<file path="config.mk">
export PLATFORM = sky130hd
export DESIGN_NAME = uart_core_param
export DESIGN_NICKNAME = d
export VERILOG_FILES = /design/src/rtl/uart_core_param.sv
export SDC_FILE = /design/constraint.sdc
export NUM_CORES = 1
export LEC_CHECK = 0
export ABC_CLOCK_PERIOD_IN_PS = 4900
export CAP_MARGIN = 20
export CORE_MARGIN = 2
export CORE_UTILIZATION = 60
export CTS_CLUSTER_SIZE = 14
export DETAILED_ROUTE_END_ITERATION = 10
export PLACE_DENSITY = 0.77
export SKIP_CTS_REPAIR_TIMING = 1
export SLEW_MARGIN = 20
export SYNTH_ARGS = -nofsm -noshare
export SYNTH_HDL_FRONTEND = slang
export SYNTH_SLANG_ARGS = --single-unit
</file>
<file path="constraint.sdc">
create_clock -name CLK -period 4.9 [get_ports CLK]
set_input_delay 1.225 -clock CLK [delete_from_list [all_inputs] [get_ports CLK]]
set_output_delay 1.225 -clock CLK [all_outputs]
set_load 0.01 [all_outputs]
</file>
<file path="src/rtl/uart_core_param.sv">
// rtl/uart_core_param.sv - parametrised full-duplex UART core with baud tick, Tx/Rx FSMs and FWFT FIFOs

// Circular-buffer FIFO with a first-word-fall-through head; the head reads as 0 when empty.
module uart_core_param_fifo #(
  parameter int W  = 8,
  parameter int AW = 4
) (
  input  logic         clk_i,
  input  logic         rst_i,
  input  logic         wr_en_i,
  input  logic [W-1:0] wr_data_i,
  input  logic         rd_en_i,
  output logic [W-1:0] rd_data_o,
  output logic         empty_o,
  output logic         full_o
);
  localparam int DEPTH = 1 << AW;

  logic [W-1:0]  mem_q [DEPTH];
  logic [AW-1:0] wr_ptr_q, rd_ptr_q;
  logic [AW:0]   cnt_q, cnt_d;
  logic          do_wr, do_rd;

  // A full FIFO refuses writes even when a read frees a slot in the same cycle.
  assign do_wr     = wr_en_i & ~full_o;
  assign do_rd     = rd_en_i & ~empty_o;
  assign empty_o   = (cnt_q == '0);
  assign full_o    = (cnt_q == (AW+1)'(DEPTH));
  assign rd_data_o = empty_o ? '0 : mem_q[rd_ptr_q];

  // Occupancy next state: simultaneous read and write leave it unchanged.
  always_comb begin
    cnt_d = cnt_q;
    case ({do_wr, do_rd})
      2'b10:   cnt_d = cnt_q + (AW+1)'(1);
      2'b01:   cnt_d = cnt_q - (AW+1)'(1);
      default: cnt_d = cnt_q;
    endcase
  end

  // Pointer and occupancy registers.
  always_ff @(posedge clk_i or posedge rst_i) begin
    if (rst_i) begin
      wr_ptr_q <= '0;
      rd_ptr_q <= '0;
      cnt_q    <= '0;
    end else begin
      if (do_wr) wr_ptr_q <= wr_ptr_q + AW'(1);
      if (do_rd) rd_ptr_q <= rd_ptr_q + AW'(1);
      cnt_q <= cnt_d;
    end
  end

  // Storage array; contents need no reset because the head is masked while empty.
  always_ff @(posedge clk_i) begin
    if (do_wr) mem_q[wr_ptr_q] <= wr_data_i;
  end
endmodule

module uart_core_param #(
  parameter int DATA_BITS  = 8,
  parameter int PARITY     = 0,
  parameter int STOP_BITS  = 1,
  parameter int OVERSAMPLE = 16,
  parameter int BAUD_DIV   = 54,
  parameter int FIFO_AW    = 4
) (
  input  logic                 CLK,
  input  logic                 Areset,
  input  logic                 tx_wr_en,
  input  logic [DATA_BITS-1:0] tx_wr_data,
  output logic                 tx_full,
  output logic                 tx_empty,
  output logic                 tx_busy,
  input  logic                 rx_rd_en,
  output logic [DATA_BITS-1:0] rx_rd_data,
  output logic                 rx_parity_err,
  output logic                 rx_frame_err,
  output logic                 rx_empty,
  output logic                 rx_full,
  output logic                 rx_overrun,
  input  logic                 err_clr,
  input  logic                 loopback,
  input  logic                 rxd,
  output logic                 txd
);
  localparam int BW = (BAUD_DIV > 2) ? $clog2(BAUD_DIV) : 1;
  localparam int TW = $clog2(OVERSAMPLE);
  localparam int RW = DATA_BITS + 2;
  localparam logic [BW-1:0] BAUD_LAST = BW'(BAUD_DIV - 1);
  localparam logic [TW-1:0] OS_LAST   = TW'(OVERSAMPLE - 1);
  localparam logic [TW-1:0] HALF_LAST = TW'(OVERSAMPLE / 2 - 1);
  localparam logic [3:0]    DB_LAST   = 4'(DATA_BITS - 1);
  localparam logic [3:0]    SB_LAST   = 4'(STOP_BITS - 1);
  localparam logic          PAR_ODD   = (PARITY == 1);

  typedef enum logic [2:0] {S_IDLE, S_START, S_DATA, S_PARITY, S_STOP} state_t;

  // ---------------- baud tick ----------------
  logic [BW-1:0] baud_cnt_q, baud_cnt_d;
  logic          tick;

  assign tick       = (baud_cnt_q == BAUD_LAST);
  assign baud_cnt_d = tick ? '0 : baud_cnt_q + BW'(1);

  // Free-running tick divider shared by both directions.
  always_ff @(posedge CLK or posedge Areset) begin
    if (Areset) baud_cnt_q <= '0;
    else        baud_cnt_q <= baud_cnt_d;
  end

  // ---------------- transmitter ----------------
  state_t                tx_state_q;
  logic [DATA_BITS-1:0]  tx_shift_q;
  logic                  tx_par_q;
  logic [TW-1:0]         tx_tcnt_q;
  logic [3:0]            tx_bcnt_q;
  logic                  txd_q, tx_busy_q;
  logic [DATA_BITS-1:0]  tx_head;
  logic                  tx_fifo_empty, tx_pop;

  assign tx_pop = (tx_state_q == S_IDLE) && !tx_fifo_empty;

  uart_core_param_fifo #(.W(DATA_BITS), .AW(FIFO_AW)) u_tx_fifo (
    .clk_i     (CLK),
    .rst_i     (Areset),
    .wr_en_i   (tx_wr_en),
    .wr_data_i (tx_wr_data),
    .rd_en_i   (tx_pop),
    .rd_data_o (tx_head),
    .empty_o   (tx_fifo_empty),
    .full_o    (tx_full)
  );

  // Tx FSM: each bit lasts OVERSAMPLE ticks; txd is updated as each bit begins.
  always_ff @(posedge CLK or posedge Areset) begin
    if (Areset) begin
      tx_state_q <= S_IDLE;
      tx_shift_q <= '0;
      tx_par_q   <= 1'b0;
      tx_tcnt_q  <= '0;
      tx_bcnt_q  <= '0;
      txd_q      <= 1'b1;
      tx_busy_q  <= 1'b0;
    end else begin
      case (tx_state_q)
        S_IDLE: begin
          if (!tx_fifo_empty) begin
            tx_shift_q <= tx_head;
            tx_par_q   <= (^tx_head) ^ PAR_ODD;
            tx_tcnt_q  <= '0;
            tx_bcnt_q  <= '0;
            txd_q      <= 1'b0;
            tx_busy_q  <= 1'b1;
            tx_state_q <= S_START;
          end
        end
        default: begin
          if (tick) begin
            if (tx_tcnt_q != OS_LAST) begin
              tx_tcnt_q <= tx_tcnt_q + TW'(1);
            end else begin
              tx_tcnt_q <= '0;
              case (tx_state_q)
                S_START: begin
                  txd_q      <= tx_shift_q[0];
                  tx_shift_q <= tx_shift_q >> 1;
                  tx_state_q <= S_DATA;
                end
                S_DATA: begin
                  if (tx_bcnt_q == DB_LAST) begin
                    tx_bcnt_q <= '0;
                    if (PARITY != 0) begin
                      txd_q      <= tx_par_q;
                      tx_state_q <= S_PARITY;
                    end else begin
                      txd_q      <= 1'b1;
                      tx_state_q <= S_STOP;
                    end
                  end else begin
                    tx_bcnt_q  <= tx_bcnt_q + 4'd1;
                    txd_q      <= tx_shift_q[0];
                    tx_shift_q <= tx_shift_q >> 1;
                  end
                end
                S_PARITY: begin
                  txd_q      <= 1'b1;
                  tx_state_q <= S_STOP;
                end
                S_STOP: begin
                  if (tx_bcnt_q == SB_LAST) begin
                    tx_bcnt_q  <= '0;
                    tx_busy_q  <= 1'b0;
                    tx_state_q <= S_IDLE;
                  end else begin
                    tx_bcnt_q <= tx_bcnt_q + 4'd1;
                  end
                end
                default: tx_state_q <= S_IDLE;
              endcase
            end
          end
        end
      endcase
    end
  end

  assign txd      = txd_q;
  assign tx_busy  = tx_busy_q;
  assign tx_empty = tx_fifo_empty;

  // ---------------- receiver ----------------
  logic [1:0]           sync_q;
  logic                 rx_s;
  state_t               rx_state_q;
  logic [DATA_BITS-1:0] rx_shift_q;
  logic [TW-1:0]        rx_tcnt_q;
  logic [3:0]           rx_bcnt_q;
  logic                 rx_perr_q;
  logic                 rx_push_q;
  logic [RW-1:0]        rx_word_q;
  logic [RW-1:0]        rx_head;
  logic                 rx_overrun_q, rx_overrun_d;

  assign rx_s = sync_q[1];

  // Two-flop synchroniser on the selected line; idles high.
  always_ff @(posedge CLK or posedge Areset) begin
    if (Areset) sync_q <= 2'b11;
    else        sync_q <= {sync_q[0], loopback ? txd_q : rxd};
  end

  // Rx FSM: half-bit start qualification, then mid-bit sampling; word pushed once the first stop bit is sampled.
  always_ff @(posedge CLK or posedge Areset) begin
    if (Areset) begin
      rx_state_q <= S_IDLE;
      rx_shift_q <= '0;
      rx_tcnt_q  <= '0;
      rx_bcnt_q  <= '0;
      rx_perr_q  <= 1'b0;
      rx_push_q  <= 1'b0;
      rx_word_q  <= '0;
    end else begin
      rx_push_q <= 1'b0;
      case (rx_state_q)
        S_IDLE: begin
          if (!rx_s) begin
            rx_tcnt_q  <= '0;
            rx_bcnt_q  <= '0;
            rx_perr_q  <= 1'b0;
            rx_state_q <= S_START;
          end
        end
        S_START: begin
          if (tick) begin
            if (rx_tcnt_q != HALF_LAST) begin
              rx_tcnt_q <= rx_tcnt_q + TW'(1);
            end else begin
              rx_tcnt_q  <= '0;
              rx_state_q <= rx_s ? S_IDLE : S_DATA;
            end
          end
        end
        default: begin
          if (tick) begin
            if (rx_tcnt_q != OS_LAST) begin
              rx_tcnt_q <= rx_tcnt_q + TW'(1);
            end else begin
              rx_tcnt_q <= '0;
              case (rx_state_q)
                S_DATA: begin
                  rx_shift_q <= {rx_s, rx_shift_q[DATA_BITS-1:1]};
                  if (rx_bcnt_q == DB_LAST) begin
                    rx_bcnt_q  <= '0;
                    rx_state_q <= (PARITY != 0) ? S_PARITY : S_STOP;
                  end else begin
                    rx_bcnt_q <= rx_bcnt_q + 4'd1;
                  end
                end
                S_PARITY: begin
                  rx_perr_q  <= (^rx_shift_q) ^ rx_s ^ PAR_ODD;
                  rx_state_q <= S_STOP;
                end
                S_STOP: begin
                  rx_word_q  <= {~rx_s, rx_perr_q, rx_shift_q};
                  rx_push_q  <= 1'b1;
                  rx_state_q <= S_IDLE;
                end
                default: rx_state_q <= S_IDLE;
              endcase
            end
          end
        end
      endcase
    end
  end

  uart_core_param_fifo #(.W(RW), .AW(FIFO_AW)) u_rx_fifo (
    .clk_i     (CLK),
    .rst_i     (Areset),
    .wr_en_i   (rx_push_q),
    .wr_data_i (rx_word_q),
    .rd_en_i   (rx_rd_en),
    .rd_data_o (rx_head),
    .empty_o   (rx_empty),
    .full_o    (rx_full)
  );

  // A new overrun wins over a simultaneous clear.
  assign rx_overrun_d = (rx_overrun_q & ~err_clr) | (rx_push_q & rx_full);

  // Sticky overrun flag.
  always_ff @(posedge CLK or posedge Areset) begin
    if (Areset) rx_overrun_q <= 1'b0;
    else        rx_overrun_q <= rx_overrun_d;
  end

  assign rx_overrun    = rx_overrun_q;
  assign rx_rd_data    = rx_head[DATA_BITS-1:0];
  assign rx_parity_err = rx_head[DATA_BITS];
  assign rx_frame_err  = rx_head[DATA_BITS+1];
endmodule

</file>
# [Yosys cells after proc, flatten, opt, wreduce, memory -nomap -nowiden]
# Memory sizes are Yosys's and may differ from the RTL's.
# Index checks and enable logic that the tools add are counted.
[op_classes] muxes=73 addsub=13 bitwise_logic=17 reduce_logical=32 n_eq_ne=31
[op_table] cell="$mux 4" count=18
[op_table] cell="$mux 8" count=5
[op_table] cell="$mux 3" count=12
[op_table] cell="$add 4x1->4 const B" count=8
[op_table] cell="$reduce_and 5->1" count=5
[op_table] cell="$mux 1" count=24
[op_table] cell="$pmux 4 s2" count=3
[op_table] cell="$pmux 5 s2" count=2
[op_table] cell="$pmux 8 s2" count=1
[op_table] cell="$reduce_and 4->1" count=4
[op_table] cell="$reduce_bool 2->1" count=8
[op_table] cell="$eq 3x2->1 const B" count=4
[op_table] cell="$pmux 3 s2" count=2
[op_table] cell="$pmux 3 s4" count=1
[op_table] cell="$add 5x1->5 const B" count=2
[op_table] cell="$eq 5x5->1 const B" count=2
[op_table] cell="$logic_not 5->1" count=2
[op_table] cell="$mux 10" count=1
[op_table] cell="$ne 2x2->1 const B" count=5
[op_table] cell="$sub 5x1->5 const B" count=2
[op_table] cell="$ne 3x3->1 const B" count=3
[op_table] cell="$not 1->1" count=9
[op_table] cell="$eq 4x3->1 const B" count=2
[op_table] cell="$ne 4x4->1 const B" count=2
[op_table] cell="28 further kinds" count=39
[totals] ram_bits=288 register_bits=87 mem_count=2
[memory_table] memory="u_rx_fifo.mem_q" depth=16 word_bits=10 read_ports=1 rd_clocked_by_memory_dff=0 wr=1 line_no="19" rtl="logic [W-1:0] mem_q [DEPTH];"
[memory_table] memory="u_tx_fifo.mem_q" depth=16 word_bits=8 read_ports=1 rd_clocked_by_memory_dff=0 wr=1 line_no="19"

# [Longest topological paths before layout]
# Gate-level depths: netlist of the first run.
[depth] depth_word=6 mapped_depth=15

# [Modules after synthesis]
# Synthesis of the first run repeated with hierarchy kept, for this count alone.
[hier_totals] cells_unflattened=932 hier_area_um2=15900.2
[modules_own_cells] module="uart_core_param_fifo at u_rx_fifo" instances=1 cells_per_inst=352 area_per_inst_um2=7011.7
[modules_own_cells] module="uart_core_param_fifo at u_tx_fifo" instances=1 cells_per_inst=292 area_per_inst_um2=5856.9
[modules_own_cells] module="uart_core_param" instances=1 cells_per_inst=288 area_per_inst_um2=3031.7

# [Worst setup path after synthesis of the first run]
# Ideal clock, no wire load.
[synth_timing] kind="in2reg" from="input port tx_wr_en" to="register u_tx_fifo.cnt_q[4]" path_buffers=2 arrival_ns=3.170 setup_ns=0.080 t_required_ns=4.820 setup_slack_ns=1.650 stages=12 cell_sequence="and2_1 -> clkbuf_1 -> inv_1 -> ha_1 -> clkbuf_1 -> xor2_1 -> ha_1 -> o21a_1 -> o221ai_1 -> nand3_1 -> a21oi_1 -> xnor2_1"
[synth_between] elab_chain_cells=3
[synth_rtl] item="start: declaration" line_no="70" rtl="input logic tx_wr_en,"
[synth_rtl] item="$and 1x1->1 *" line_no="25" rtl="assign do_wr = wr_en_i & ~full_o;"
[synth_rtl] item="$eq 2x1->1 or $eq 2x2->1 (tied branches)" line_no="34" rtl="case ({do_wr, do_rd})"
[synth_rtl] item="$pmux 5 s2 or $reduce_bool 2->1 (tied branches)"
[synth_rtl] item="end signal: assignment" line_no="50" rtl="cnt_q <= cnt_d;"
[synth_rtl] item="end: declaration" line_no="21" rtl="logic [AW:0] cnt_q, cnt_d;"
# Mark *: on every way between the ends. The rest lies on a longest branch, timed or not.
# A chain may end at the register's enable or synchronous reset.

# [Worst setup path after layout of the first run]
[layout_timing] from="register u_rx_fifo.rd_ptr_q[0]" to="output port rx_rd_data[5]"
[layout_between] elab_chain_cells=2
[layout_rtl] item="start: declaration" line_no="20" rtl="logic [AW-1:0] wr_ptr_q, rd_ptr_q;"
[layout_rtl] item="start signal: assignment" line_no="49" rtl="if (do_rd) rd_ptr_q <= rd_ptr_q + AW'(1);"
[layout_rtl] item="$mem_v2 16x10"
[layout_rtl] item="$mux 10" line_no="29" rtl="assign rd_data_o = empty_o ? '0 : mem_q[rd_ptr_q];"
[layout_rtl] item="end: declaration" line_no="76" rtl="output logic [DATA_BITS-1:0] rx_rd_data,"
# No other way between the ends.

==> results of run 1 <==
-- routing by layer --
layer | vias to the layer above | share of wire | global-route usage
li1 | 3567 | - | -
met1 | 3991 | 0.41 | 0.2950
met2 | 258 | 0.52 | 0.3863
met3 | 58 | 0.048 | 0.03541
met4 | 0 | 0.027 | 0.07115
met5 | - | 0 | 0
-- worst paths after layout --
check | from | endpoint | slack, ns | cells after the start
setup / recovery | u_rx_fifo.rd_ptr_q[0]$_DFFE_PP0P_ | rx_rd_data[5] | 0.56 | 5
hold / removal | sync_q[0]$_DFF_PP1_ | sync_q[1]$_DFF_PP1_ | 0.36 | 0
setup reg to reg | tx_state_q[1]$_DFFE_PP0P_ | u_tx_fifo.cnt_q[4]$_DFFE_PP0P_ | 1.60 | 12
hold reg to reg | sync_q[0]$_DFF_PP1_ | sync_q[1]$_DFF_PP1_ | 0.36 | 0
max in group asynchronous | Areset | u_tx_fifo.rd_ptr_q[0]$_DFFE_PP0P_ | 2.99 | 3
min in group asynchronous | Areset | baud_cnt_q[5]$_DFF_PP0_ | 1.06 | 2
-- state kept, by name, indices dropped and copies added, names as in the netlist, 5 cells and up --
signal           count
baud_cnt_q           6
rx_shift_q           8
u_tx_fifo.mem_q    128
rx_word_q           10
u_tx_fifo.cnt_q      5
u_rx_fifo.mem_q    160
tx_shift_q           8
u_rx_fifo.cnt_q      5
-- placed cells by master, fill, tap and decap left out, drive strengths merged, types with 5 or more instances in the layout --
cell and count:
nand2b 6, and2 5, a21oi 38, xnor2 22, mux2 26, nor3 13, inv 23, nand4 6
a31oi 5, xor2 15, clkbuf 51, edfxtp 288, nand2 41, a22oi 15, ha 25, nor2 52
dfrtp 84, nand3 13, buf 18, nor2b 16, o21ai 20, clkinv 14, clkdlybuf4s50 31, mux4 82
-- worst max-delay path, cell delays in order (launching register included) --
cell and delay [ns]:
dfrtp_2 0.71, buf_12 0.25, mux4_2 0.51, mux4_2 0.49
nor2b_1 0.15, clkdlybuf4s50_1 0.47
-- through the flow --
stage	power, uW	cell area, um2	std cells	setup WS [ns]
2_1_floorplan	4492	15530	899	1.430
3_3_place_gp	4729	16190	1228	1.100
3_5_place_dp	4761	16210	1229	1.080
4_1_cts	7443	17360	1298	0.5003
5_1_grt	7670	17360	1298	0.3852
6_report	7375	17360	1298	0.5648
-- cell type report --
type,instances,share of cell area
clock buffer,51,0.05939
clock inverter,18,0.006991
inverter,23,0.005045
multi-input combinational,452,0.2529
sequential,375,0.6240
tap,330,0.02379
timing repair buffer,49,0.02782
-- where the power goes --
part           internal, uW  leakage, uW  switching (uW)
Combinational           443      0.00173             414
Sequential             3600      0.00337             231
Clock                  1540     0.000561            1160
Total                  5570      0.00566            1800
-- cells by family (layout without fill, tap and decap cells) --
family	after synthesis	after routing	synth area share
adder cells (fa/ha/maj)	25	25	0.02014
XOR/XNOR	37	37	0.02086
AND/OR/NAND/NOR	174	174	0.05606
flip-flops	375	375	0.6971
AO/OA/AOI/OAI	104	104	0.04309
multiplexers	112	112	0.1420
buffers and inverters	72	141	0.02078
==> results.sh, run 1 <==
export IMPL_grt_max_degree=35
export IMPL_io_pins=32
export IMPL_async_flop_share=0.2320
export IMPL_drtPass1Iterations=7
export IMPL_ys_warn_count=0
export IMPL_ant_nets=0
export IMPL_slew_viol_final=0
export IMPL_post_route_util=0.6854
export IMPL_grt_overflow_total=0
export IMPL_arrival_ns=3.11
export IMPL_viasPerCell=6.066
export IMPL_antenna_found_initial=0
export IMPL_root_buffer="clkbuf_16"
export IMPL_crit_type="flip-flop to primary output"
export IMPL_first_iter_violations=635
export IMPL_initial_utilization=0.6134
export IMPL_path_clk_slew_ns=0.06
export IMPL_fp_dieH_um=164.9
export IMPL_cp_required_ns=3.67
export IMPL_fp_row_count=58
export IMPL_finalCriticalPeriod_ns=4.335
export IMPL_htree_num_levels=2
export IMPL_ys_ff_latch=375
export IMPL_multiInputGateArea_mm2=0.004390
export IMPL_synth_fp_nets=939
export IMPL_timing_max_cap_violations=0
export IMPL_die_w_um=164.9
export IMPL_synth_edff_count=288
export IMPL_crit_fanout=17
export IMPL_synth_ff_type="edfxtp_1"
export IMPL_clk_latency_ns=0.52
export IMPL_hold_class="flip-flop to flip-flop"
export IMPL_drive_gt1_frac=0.2087
export IMPL_post_synth_top_count_cell="edfxtp_1"
export IMPL_synth_cells=899
export IMPL_cts_buffers_inserted=38
export IMPL_via_count=7874
export IMPL_cts_tree="done"
export IMPL_grt_pass1_wl_um=45550
export IMPL_yosys_top_cells_area="edfxtp_1 (56%), dfrtp_1 (14%), mux4_2 (12%), ha_1 (2.0%), mux2_2 (1.4%)"
export IMPL_syn_area_per_cell_um2=17.28
export IMPL_syn_area_mm2=0.01553
export IMPL_portBuffers=31
export IMPL_fin_nets=979
export IMPL_yosysSeqAreaShare=0.6971
export IMPL_holdWs_ns=0.3562
export IMPL_die_area_mm2=0.02720
export IMPL_core_mm2=0.02533
export IMPL_synth_top_area_share=0.5567
export IMPL_fmax_mhz=230.7
export IMPL_cellPowerDensity_mw_per_mm2=424.8
export IMPL_clock_skew_final_ns=0.01779
export IMPL_drc=0
export IMPL_gp_congestion=0.7432
export IMPL_syn2layout_area_growth_pct=11.74
export IMPL_fin_setup_tns_ns=0
export IMPL_status="finished, final reports clean"
export IMPL_timing_slew_headroom=0.3010
export IMPL_yosys_area_top_type="edfxtp_1"
export IMPL_irDropWorstVdd_mv=0.3696
export IMPL_grt_total_usage=0.2235
export IMPL_post_route_period_util=0.8847
export IMPL_first_global_vias=8132
export IMPL_antenna_cells=0
export IMPL_worst_pin_slew_ns=1.045
export IMPL_wirelength_um=28370
export IMPL_rsz0062_at_grt="no"
export IMPL_clockBufferDepth=3
export IMPL_setup_viol=0
export IMPL_hold_violations=0
export IMPL_ys_types=60
export IMPL_regArea_mm2=0.01083
export IMPL_synth_top_cells_by_count="edfxtp_1 (288), dfrtp_1 (84), mux4_2 (82)"
export IMPL_cp_end_kind="primary output"
export IMPL_dp_hpwl_um=17760
export IMPL_numClockSinks=375
export IMPL_wl_per_cell_um=21.86
export IMPL_fillers=1579
export IMPL_leakagePower_uw=0.005661
export IMPL_cp_start_kind="flip-flop"
Note: power is estimated with default switching activity, not from simulation.
==> run 2: changes to the inputs <==
CTS_CLUSTER_DIAMETER = 120   (was not set)
PLACE_DENSITY = 0.76   (was 0.77)
==> run 2 against run 1 <==
Against the previous run:
- combinational power is essentially flat
- core utilization shrank 1.3 points
- non-clock buffer count down 1
- register-to-register slack improved by 0.09 ns
- power is 7.4% lower
- clock-buffer cell count increased by 3
- setup slack worse by 0.11 ns
- largest cell class unchanged
==> results.sh, run 2 (same netlist as run 1, synthesis figures left out) <==
export IMPL_gp_congestion=0.7639
export IMPL_crit_chain="buf_4, mux4_2, mux4_2, nor2b_1, clkdlybuf4s50_1"
export IMPL_root_buffer="clkbuf_16"
export IMPL_drive_gt1_frac=0.1845
export IMPL_cellPowerDensity_mw_per_mm2=401.1
export IMPL_final_cells=1284
export IMPL_cp_end_kind="primary output"
export IMPL_clk_latency_ns=0.56
export IMPL_crit_buf_inv=2
export IMPL_drtPass1Iterations=5
export IMPL_busiest_layer="met2"
export IMPL_first_global_vias=7700
export IMPL_worstReg2RegStart="u_tx_fifo.cnt_q[1]$_DFFE_PP0P_"
export IMPL_cpMostUsedCell="mux4_2"
export IMPL_hold_violations=0
export IMPL_critPathCapture="rx_rd_data[7]"
export IMPL_fin_setup_tns_ns=0
export IMPL_crit_path_max_incr_delay_ns=0.60
export IMPL_grt_max_degree=44
export IMPL_timing_max_cap_violations=0
export IMPL_cp_depth=5
export IMPL_fin_nets=970
export IMPL_hold_class="flip-flop to flip-flop"
export IMPL_grt_pass1_wl_um=42590
export IMPL_portBuffers=31
export IMPL_path_clk_slew_ns=0.06
export IMPL_rsz0062_at_grt="no"
export IMPL_met2_usage=0.3524
export IMPL_grt_total_usage=0.2029
export IMPL_cts_buffers_inserted=30
export IMPL_leakagePower_uw=0.005494
export IMPL_met1_usage=0.2829
export IMPL_die_area_mm2=0.02720
export IMPL_io_pins=32
export IMPL_grt_overflow_total=0
export IMPL_final_common_cell="edfxtp_1"
export IMPL_cp_required_ns=3.67
export IMPL_antenna_found_initial=0
export IMPL_clockBufferDepth=3
export IMPL_numClockSinks=375
export IMPL_regMostFlops="u_rx_fifo.mem_q"
export IMPL_crit_family="multiplexers"
export IMPL_reg_top3="u_rx_fifo.mem_q (160), u_tx_fifo.mem_q (128), rx_word_q (10)"
export IMPL_r2r_end="u_tx_fifo.cnt_q[4]$_DFFE_PP0P_"
export IMPL_die_w_um=164.9
export IMPL_arrival_ns=3.22
export IMPL_antenna_cells=0
export IMPL_fp_row_count=58
export IMPL_irDropWorstVdd_mv=0.3201
export IMPL_clock_skew_final_ns=0.01728
export IMPL_gr_usage_met3=0.02411
export IMPL_wirelength_um=26540
export IMPL_layout_common_cells="edfxtp_1 (288), mux4_2 (82), dfrtp_1 (81)"
export IMPL_status="finished, final reports clean"
export IMPL_post_route_period_util=0.9065
export IMPL_cts_tree="done"
export IMPL_slew_viol_final=0
export IMPL_first_iter_violations=646
export IMPL_largest_register_ffs=160
export IMPL_drc=0
export IMPL_via_count=7702
export IMPL_crit_fanout=19
export IMPL_syn2layout_area_growth_pct=9.616
export IMPL_timing_slew_headroom=0.3009
export IMPL_finalCriticalPeriod_ns=4.442
export IMPL_viasPerCell=5.998
export IMPL_cp_start_kind="flip-flop"
export IMPL_core_mm2=0.02533
export IMPL_worst_pin_slew_ns=1.049
export IMPL_fmax_mhz=225.1
export IMPL_ant_nets=0
export IMPL_worstSetupStartpoint="u_rx_fifo.rd_ptr_q[0]$_DFFE_PP0P_"
export IMPL_holdWs_ns=0.3615
export IMPL_setup_viol=0
export IMPL_finalPower_uw=6830
export IMPL_critical_path_slowest_cell="dfrtp_2"
export IMPL_reg2reg_slack_ns=1.69
export IMPL_htree_num_levels=1
export IMPL_fillers=1657
export IMPL_fp_dieH_um=164.9
export IMPL_crit_type="flip-flop to primary output"
export IMPL_dp_cells=1228
export IMPL_dp_hpwl_um=17740
export IMPL_wl_per_cell_um=20.67
export IMPL_initial_utilization=0.6134
export IMPL_r2r_cells=11
[run 2: final cells by class]
type	instances	area, um2	share of cell area
Timing Repair Buffer	48	450.4	0.02645
Tap cell	330	412.9	0.02425
Sequential cell	375	10830	0.6362
Inverter	23	87.58	0.005143
Clock inverter	2	21.27	0.001249
Clock buffer	54	840.8	0.04938
Multi-Input combinational cell	452	4383	0.2574
[run 2: worst min path at each step]
stage                             start                   to  slack (ns)  cells past startpoint
floorplan           sync_q[0]$_DFF_PP1_  sync_q[1]$_DFF_PP1_        0.35                      0
global placement    sync_q[0]$_DFF_PP1_  sync_q[1]$_DFF_PP1_        0.35                      0
detailed placement  sync_q[0]$_DFF_PP1_  sync_q[1]$_DFF_PP1_        0.35                      0
CTS                 sync_q[0]$_DFF_PP1_  sync_q[1]$_DFF_PP1_        0.36                      0
global route        sync_q[0]$_DFF_PP1_  sync_q[1]$_DFF_PP1_        0.37                      0
finish              sync_q[0]$_DFF_PP1_  sync_q[1]$_DFF_PP1_        0.36                      0
[run 2: layer usage]
layer	part of all wire	vias up
met3	0.040	31
met2	0.52	173
met1	0.42	3947
met5	0	-
met4	0.017	0
li1	-	3551
[run 2: report_power, final]
| group | total, uW | internal (uW) | switching (uW) | leakage, uW |
|---|---|---|---|---|
| Clock | 2180 | 1150 | 1030 | 0.000409 |
| Combinational | 858 | 422 | 436 | 0.00172 |
| Sequential | 3790 | 3590 | 198 | 0.00337 |
[run 2: through the flow]
step,worst slack (ns),area (um2),utilization
global placement,1.021,16170,0.6383
CTS,0.3744,17030,0.6724
floorplan,1.430,15530,-
detailed placement,0.9972,16170,0.6383
global route,0.2742,17030,0.6724
finish,0.4583,17030,0.6724
==> edit: new RTL, settings of run 2 <==
Add an input register stage for `rxd`, without a reset; this delays it by one clock. The other inputs are not delayed to match.
--- a/src/rtl/uart_core_param.sv
+++ b/src/rtl/uart_core_param.sv
@@ -97,4 +97,10 @@
   typedef enum logic [2:0] {S_IDLE, S_START, S_DATA, S_PARITY, S_STOP} state_t;
 
+  logic rxd_q;
+
+  always_ff @(posedge CLK) begin
+    rxd_q <= rxd;
+  end
+
   // ---------------- baud tick ----------------
   logic [BW-1:0] baud_cnt_q, baud_cnt_d;
@@ -228,5 +234,5 @@
   always_ff @(posedge CLK or posedge Areset) begin
     if (Areset) sync_q <= 2'b11;
-    else        sync_q <= {sync_q[0], loopback ? txd_q : rxd};
+    else        sync_q <= {sync_q[0], loopback ? txd_q : rxd_q};
   end
 
Check against the original RTL: same outputs for any inputs over 10 cycles, from zero or initial values and one cycle with Areset high; that may be too few to reach the edited logic, so the function may still have changed.
==> edit against run 2 <==
- cell area increased by 0.24%
- wire length increased by 3.9%
- sequential cell count increased by 1
- synthesized area increased by 0.17%
- synthesized cell count increased by 2.1%
- combinational power decreased by 3.5%
- total power increased by 0.81%
- fmax increased by 0.81%
- worst setup slack improved by 0.036 ns
- critical endpoint is now rx_rd_data[5]
==> edit: results (changes against run 2) <==
# port buffers=31 (unchanged); pin count of the biggest net entering global routing=44 (unchanged); clock-pin slew on the worst setup and hold paths=0.07 ns; Filler cells=1672 (was 1657); Syn Nets=957 (was 939); Post-synth top cells=288 x edfxtp_1, 84 x dfrtp_1, 82 x mux4_2, 60 x nor2_1, 44 x nand2_1 (was 288 x edfxtp_1, 84 x dfrtp_1, 82 x mux4_2, 52 x nor2_1, 41 x nand2_1); drt via density=6.017 (was 5.998); antenna cells=0 (unchanged); status=complete, no violations (unchanged); Hold Crit Class=reg -> reg (unchanged); first-pass GRT wire length=44530 um (was 42590 um); Top FF cell, synth=edfxtp_1 (unchanged); H-tree depth=1 (unchanged); Area contributors post-synth=edfxtp_1 56%, dfrtp_1 14%, mux4_2 12% (unchanged); register area share after synthesis=69.72% (was 69.71%); DP Wirelength=17880 um (was 17740 um); initial antenna violation count=0 (unchanged); layout cells sized above 1=17.06% (was 18.45%); GR Util All Layers=21.54% (was 20.29%); clk_skew=0.01400 ns (was 0.01728 ns); Initial DRT Pass Iterations=5 (unchanged); grt ovf=0 (unchanged); Clock Latency Late Sink=0.56 ns (about the same); number of synthesized flops with an enable pin=288 (unchanged); clock root buffer=clkbuf_16 (unchanged); Pleak=5.466 nW (was 5.494 nW); CP arrival=3.18 ns (was 3.22 ns); area post-placement=16190 sq um (was 16170 sq um); clk buf depth=3 (unchanged); dpl ws=1.077 ns (was 0.9972 ns); TritonCTS buffer count=30 (unchanged); crit path max fanout=28 (was 19); top flop regs=u_rx_fifo.mem_q: 160 flops, u_tx_fifo.mem_q: 128 flops, rx_word_q: 10 flops (unchanged); ys async rst share=23.14% (was 23.20%); Warnings, synthesis=0 (unchanged); nets=988 (was 970); Max VDD drop=0.4161 mV (was 0.3201 mV); Placer Congestion=0.7636 (was 0.7639); vias in the first global route=7999 (was 7700); Unique masters post-synth=58 (was 60); Iter 0 DRT Violations=695 (was 646); Routed WL=27590 um (was 26540 um); Slew @ Worst Pin=1.103 ns (was 1.049 ns)
edit: layout make-up:
cell class                      instances  share of cell area, %
Sequential cell                       376                  63.59
Multi-Input combinational cell        472                  25.76
Clock buffer                           56                  5.153
Timing Repair Buffer                   47                  2.595
Tap cell                              330                  2.419
Inverter                               22                 0.4911
edit: metal layers:
metal,global-route usage (%),share of wire [%],vias to the layer above
met5,0,0,-
met2,36.93,52,193
li1,-,-,3618
met1,29.88,42,3989
met4,5.138,1.9,0
met3,2.788,4.1,40
edit: worst max-delay path: stages, from the launching register on:
cell and delay (ns):
dfrtp_2 0.83, buf_4 0.32, mux4_2 0.33, mux4_2 0.48, nor2b_1 0.15, clkdlybuf4s50_1 0.50
edit: cell families (layout without fill, tap and decap cells):
group | Yosys count | after routing | synth area share [%]
buf+inv | 70 | 125 | 2.026
mux | 108 | 108 | 13.72
simple gates | 189 | 189 | 5.878
xor+xnor | 36 | 36 | 2.026
compound gates | 115 | 115 | 4.704
fa+ha+maj | 24 | 24 | 1.930
flops | 376 | 376 | 69.72
edit: metrics by stage:
stage,power [W],utilization [%],instances
2_1_floorplan,0.004500,-,918
3_5_place_dp,0.004738,63.93,1247
5_1_grt,0.007176,67.40,1303
3_3_place_gp,0.004707,63.93,1247
4_1_cts,0.006951,67.40,1303
6_report,0.006885,67.40,1303
edit: power by group:
group	internal, W	leakage, nW	switching, W
combinational	0.000414	1.67	0.000414
clock	0.00120	0.418	0.00103
sequential	0.00360	3.37	0.000227
edit: path summary, 6_finish.rpt:
kind                            slack (ns)  depth (start not counted)                           endpoint                              start
worst max-delay path                  0.49                          5                      rx_rd_data[5]  u_rx_fifo.rd_ptr_q[1]$_DFFE_PP0P_
worst min-delay path                  0.35                          0                sync_q[1]$_DFF_PP1_                sync_q[0]$_DFF_PP1_
worst max register to register        1.79                         11     u_tx_fifo.cnt_q[4]$_DFFE_PP0P_     u_tx_fifo.cnt_q[1]$_DFFE_PP0P_
worst min register to register        0.35                          0                sync_q[1]$_DFF_PP1_                sync_q[0]$_DFF_PP1_
max in group asynchronous             3.04                          3  u_rx_fifo.rd_ptr_q[0]$_DFFE_PP0P_                             Areset
min in group asynchronous             1.07                          2            baud_cnt_q[2]$_DFF_PP0_                             Areset
